`src/rtl/univ_reg.sv`:
```
// ----------------------------------------------------------------------------
// univ_reg -- universal shift / rotate / load register with carry-out flag.
//
// Each enabled rising clock edge applies one operation selected by Mode. The
// operations are hold, parallel load, shift left or right with a serial input,
// rotate left or right, and (optionally) increment or decrement. Co records the
// bit shifted or rotated out, or the wrap-around of the counter.
//
// Ports:
//   Clk   in   1      clock, rising edge
//   Rst   in   1      synchronous active-high reset (Q <= RESET_VAL, Co <= 0)
//   En    in   1      update enable; 0 freezes Q and Co
//   Mode  in   3      operation select
//   D     in   WIDTH  parallel load data
//   SinL  in   1      serial bit entering bit 0 on shift left
//   SinR  in   1      serial bit entering bit WIDTH-1 on shift right
//   Q     out  WIDTH  registered value
//   Qn    out  WIDTH  ~Q (combinational from Q)
//   Co    out  1      registered carry / shift-out flag
//   Z     out  1      1 when Q is all zeros (combinational from Q)
//
// Configuration macro: UNIV_REG_COUNT_EN
//   defined   -> Mode 110 increments and Mode 111 decrements Q (mod 2^WIDTH).
//   undefined -> Modes 110 and 111 hold, and no adder/subtractor is built.
// ----------------------------------------------------------------------------
module univ_reg #(
  parameter int unsigned            WIDTH     = 8,
  parameter logic [WIDTH-1:0]       RESET_VAL = '0
) (
  input  logic             Clk,
  input  logic             Rst,
  input  logic             En,
  input  logic [2:0]       Mode,
  input  logic [WIDTH-1:0] D,
  input  logic             SinL,
  input  logic             SinR,
  output logic [WIDTH-1:0] Q,
  output logic [WIDTH-1:0] Qn,
  output logic             Co,
  output logic             Z
);

  localparam logic [2:0] MODE_HOLD = 3'b000;
  localparam logic [2:0] MODE_LOAD = 3'b001;
  localparam logic [2:0] MODE_SHL  = 3'b010;
  localparam logic [2:0] MODE_SHR  = 3'b011;
  localparam logic [2:0] MODE_ROL  = 3'b100;
  localparam logic [2:0] MODE_ROR  = 3'b101;
  localparam logic [2:0] MODE_INC  = 3'b110;
  localparam logic [2:0] MODE_DEC  = 3'b111;

  logic [WIDTH-1:0] r_q;
  logic             r_co;
  logic [WIDTH-1:0] w_q_nxt;
  logic             w_co_nxt;

  // Next-state selection: every path starts from "hold" so Q and Co only move
  // when an enabled operation explicitly says so.
  always_comb begin
    w_q_nxt  = r_q;
    w_co_nxt = r_co;
    if (En) begin
      case (Mode)
        MODE_HOLD: begin
          w_q_nxt  = r_q;
          w_co_nxt = r_co;
        end
        MODE_LOAD: begin
          w_q_nxt  = D;
          w_co_nxt = 1'b0;
        end
        MODE_SHL: begin
          w_q_nxt  = {r_q[WIDTH-2:0], SinL};
          w_co_nxt = r_q[WIDTH-1];
        end
        MODE_SHR: begin
          w_q_nxt  = {SinR, r_q[WIDTH-1:1]};
          w_co_nxt = r_q[0];
        end
        MODE_ROL: begin
          w_q_nxt  = {r_q[WIDTH-2:0], r_q[WIDTH-1]};
          w_co_nxt = r_q[WIDTH-1];
        end
        MODE_ROR: begin
          w_q_nxt  = {r_q[0], r_q[WIDTH-1:1]};
          w_co_nxt = r_q[0];
        end
`ifdef UNIV_REG_COUNT_EN
        // Co flags the wrap: all-ones -> 0 on increment, 0 -> all-ones on decrement.
        MODE_INC: begin
          w_q_nxt  = r_q + {{(WIDTH-1){1'b0}}, 1'b1};
          w_co_nxt = &r_q;
        end
        MODE_DEC: begin
          w_q_nxt  = r_q - {{(WIDTH-1){1'b0}}, 1'b1};
          w_co_nxt = ~|r_q;
        end
`else
        // Counting is not built in this configuration; these codes hold.
        MODE_INC: begin
          w_q_nxt  = r_q;
          w_co_nxt = r_co;
        end
        MODE_DEC: begin
          w_q_nxt  = r_q;
          w_co_nxt = r_co;
        end
`endif
        default: begin
          w_q_nxt  = r_q;
          w_co_nxt = r_co;
        end
      endcase
    end else begin
      w_q_nxt  = r_q;
      w_co_nxt = r_co;
    end
  end

  // State register: synchronous reset overrides enable and mode.
  always_ff @(posedge Clk) begin
    if (Rst) begin
      r_q  <= RESET_VAL;
      r_co <= 1'b0;
    end else begin
      r_q  <= w_q_nxt;
      r_co <= w_co_nxt;
    end
  end

  assign Q  = r_q;
  assign Co = r_co;
  // Qn and Z depend on the register only, never on D or Mode.
  assign Qn = ~r_q;
  assign Z  = ~|r_q;

endmodule
```
`config.mk`:
```
export PLATFORM = sky130hd
export DESIGN_NAME = univ_reg
export DESIGN_NICKNAME = d
export VERILOG_FILES = /design/src/rtl/univ_reg.sv
export SDC_FILE = /design/constraint.sdc
export NUM_CORES = 1
export LEC_CHECK = 0
export BUFFER_PORTS_ARGS = -buffer_cell sky130_fd_sc_hd__buf_4
export CORE_AREA = 4 4 44 46
export CTS_CLUSTER_SIZE = 16
export DETAILED_ROUTE_END_ITERATION = 8
export DIE_AREA = 0 0 48 50
export PLACE_DENSITY = 0.82
export SYNTH_ARGS = -nofsm -noshare
export SYNTH_HDL_FRONTEND = slang
export SYNTH_SLANG_ARGS = --single-unit
```
`constraint.sdc`:
```
create_clock -name Clk -period 1.25 [get_ports Clk]
set_input_delay 0.0625 -clock Clk [delete_from_list [all_inputs] [get_ports Clk]]
set_output_delay 0.0625 -clock Clk [all_outputs]
set_load 0.02 [all_outputs]
```
==> results.toml <==
[outcome]
status = "complete, no violations"

[synth]
synthDistinctLibCells = 27
synth_nets = 97
synth_common_cells = "inv_1, o211ai_1, a21oi_1, dfxtp_1, nor2_1"
synth_top_family_by_area = "compound AO/OA/AOI/OAI gates"
yosysWarnings = 0
synth-xor-area-share_pct = 3.91
synthAdderAreaFrac_pct = 0
synth_top_area_cell = "dfxtp_1"
synthSimpleGateAreaFrac_pct = 19.7
yosysTopAreaCellShare_pct = 28.1
synth_compound_area_share_pct = 30.9
synthTopCellsByArea = "dfxtp_1, o211ai_1, a21oi_1"
synth_mux_area_share_pct = 3.13
synth_area_um2 = 641
synth_edf_count = 0
yosysSeqAreaShare_pct = 28.1
ys_ff_latch = 9
syn_inst = 81
synth_ff_type = "dfxtp_1"
async_reset_ff_share_pct = 0
synth_area_per_cell_um2 = 7.91

[clock_network]
path_clk_slew_ns = 0.06
post_cts_buffers = 0
cts.path.max_buffers = 2
cts_sinks = 9
cts_root_buf = "clkbuf_4"
h-tree-depth = 1
numCtsBuffers = 3
cts_hold_buf = 0
clock_latency_ns = 0.26
cts_tree = "done"
cts_resized = 0

[cells_and_area]
n_antenna_cell = 0
syn_to_final_growth_pct = 39.8
multi_input_area_um2 = 369
nNetsFinal = 130
drive_gt1_share_pct = 38.1
num-fill-cells = 131
regArea_um2 = 180

[floorplan]
dieArea_um2 = 2400
pin_count = 34
initial_utilization_pct = 42.5
num_rows = 14
die_width_um = 48
fp.dieH_um = 50
coreArea_um2 = 1510

[sta]
max-slew-margin-rel_pct = 82.9
fin_crit_ns = 1.15
finalHoldViolations = 0
slew_viol_final = 0
max_freq_ghz = 0.869
worst_slack_ns = 0.0988
tightest_slew_ns = 0.256
tns_ns = 0
rsz0062_at_grt = "false"
fin_crit_sh_pct = 92.1
setup_viol = 0
finalClockSkew_ns = 0.00194

[setup_path]
cp_max_fo = 5
endpoint_kind = "output port"
worst_r2r_path_depth = 4
r2r_slack_ns = 0.12
reg2reg_from = "Q[7]"
startpoint_type = "flop"
critPathCapture = "Z"
cp_data_arrival_time_ns = 1.09
startpoint = "Q[7]"
critPathKind = "flop to output port"
cp.required_ns = 1.19
r2r_end = "Q[0]"

[power]
p_per_area_nw_per_um2 = 1000
power_w = 0.000900
p_leak_nw = 0.384
power.switching_w = 0.000311
power.clock.fraction_pct = 25.1
p_seq_share_pct = 36.8
netSwitchingFraction_pct = 34.6
p_int_w = 0.000589
comb_power_share_pct = 38.1
ir_worst_vdd_mv = 0.481

[worst_hold_path]
min_from = "En"
hp-class = "input port to flop"
hold_depth = 2

[job]
maxCapViolations = 0

[global_route]
grt_pass1_vias = 655
grt_antenna_before_repair = 0
grt_start_max_net_pins = 20
grtUsageTotal_pct = 15.3
grt_pass1_wl_um = 2750
overflow = 0

[placement]
port_buffers = 33
routabilityCongestion = 0.835
dpl_worst_slack_ns = 0.149
dp_hpwl_um = 1330

[drt]
drt_wl_total_um = 1710
drtIter0Drc = 21
drt-wirelength-per-cell_um = 13.3
avgViaCountPerCell = 5.33
vias = 688
ant_nets = 0
drtPass1Iterations = 4
drc_errors = 0
## cells by family after synthesis
family                 after synthesis
multiplexers                         2
AND/OR/NAND/NOR                     25
AO/OA/AOI/OAI                       26
XOR/XNOR                             2
buffers and inverters               17
flip-flops                           9
## how the worst min path moves through the flow
stage	endpoint	slack [ns]
after floorplan	Q[0]	0.17
final	Q[0]	0.04
after CTS	Q[0]	0.03
after global routing	Q[0]	0.03
after global placement	Q[0]	0.29
after detailed placement	Q[0]	0.30
## cell type report
cell class | count | share of cell area [%]
inverters | 10 | 4.19
repair buffers | 35 | 29.3
clock buffers | 4 | 2.93
flip-flops and latches | 9 | 20.1
well taps | 16 | 2.23
multi-input cells | 55 | 41.2
## power groups by stage
stage	logic (W)	clock network [W]	registers, W
3_5_place_dp	0.000344	0	0.000337
2_1_floorplan	0.000195	0	0.000357
3_3_place_gp	0.000339	0	0.000337
5_1_grt	0.000373	0.000238	0.000335
6_report	0.000343	0.000226	0.000331
4_1_cts	0.000345	0.000226	0.000331
## metrics by stage
stage                     utilization [%]  cells  hold WS [ns]  instance area, um2
final                                59.5    129        0.0350                 896
after global routing                 59.5    129        0.0262                 896
after CTS                            59.5    129        0.0307                 896
after detailed placement             57.7    125         0.303                 870
after global placement               57.7    125         0.289                 870
after floorplan                         -     81         0.175                 641
## state kept, by name, summed over array words and instances (netlist names)
| register | cells |
|---|---|
| Q | 8 |
| Co | 1 |
## cell usage in the layout, fill, tap and decap left out
cell	instances
a22o_1	1
and3_1	1
a211oi_1	1
dfxtp_1	9
mux2i_1	2
o22ai_1	1
a311oi_2	1
xor2_1	1
inv_1	10
a211oi_4	1
nor2_2	1
o221a_1	1
o211ai_1	10
nand2b_1	5
xnor2_2	1
clkbuf_1	1
nor3_2	1
nor3_1	3
a221oi_1	1
nor2_1	7
nand4_1	2
a21oi_1	9
buf_4	35
nand2_1	5
clkbuf_4	3
## routing by layer
layer / part of all wire [%] / GRT usage (%)
met5: 0 / 0
met4: 0 / 7.17
met3: 7.8 / 2.55
met2: 51 / 24.7
met1: 41 / 18.8
## critical path, cell delays in order, from the launching register on
cell and delay, ns:
dfxtp_1 0.36, inv_1 0.12, nand4_1 0.10, nor2_1 0.11
buf_4 0.14
Note: power is estimated with default switching activity, not from simulation.
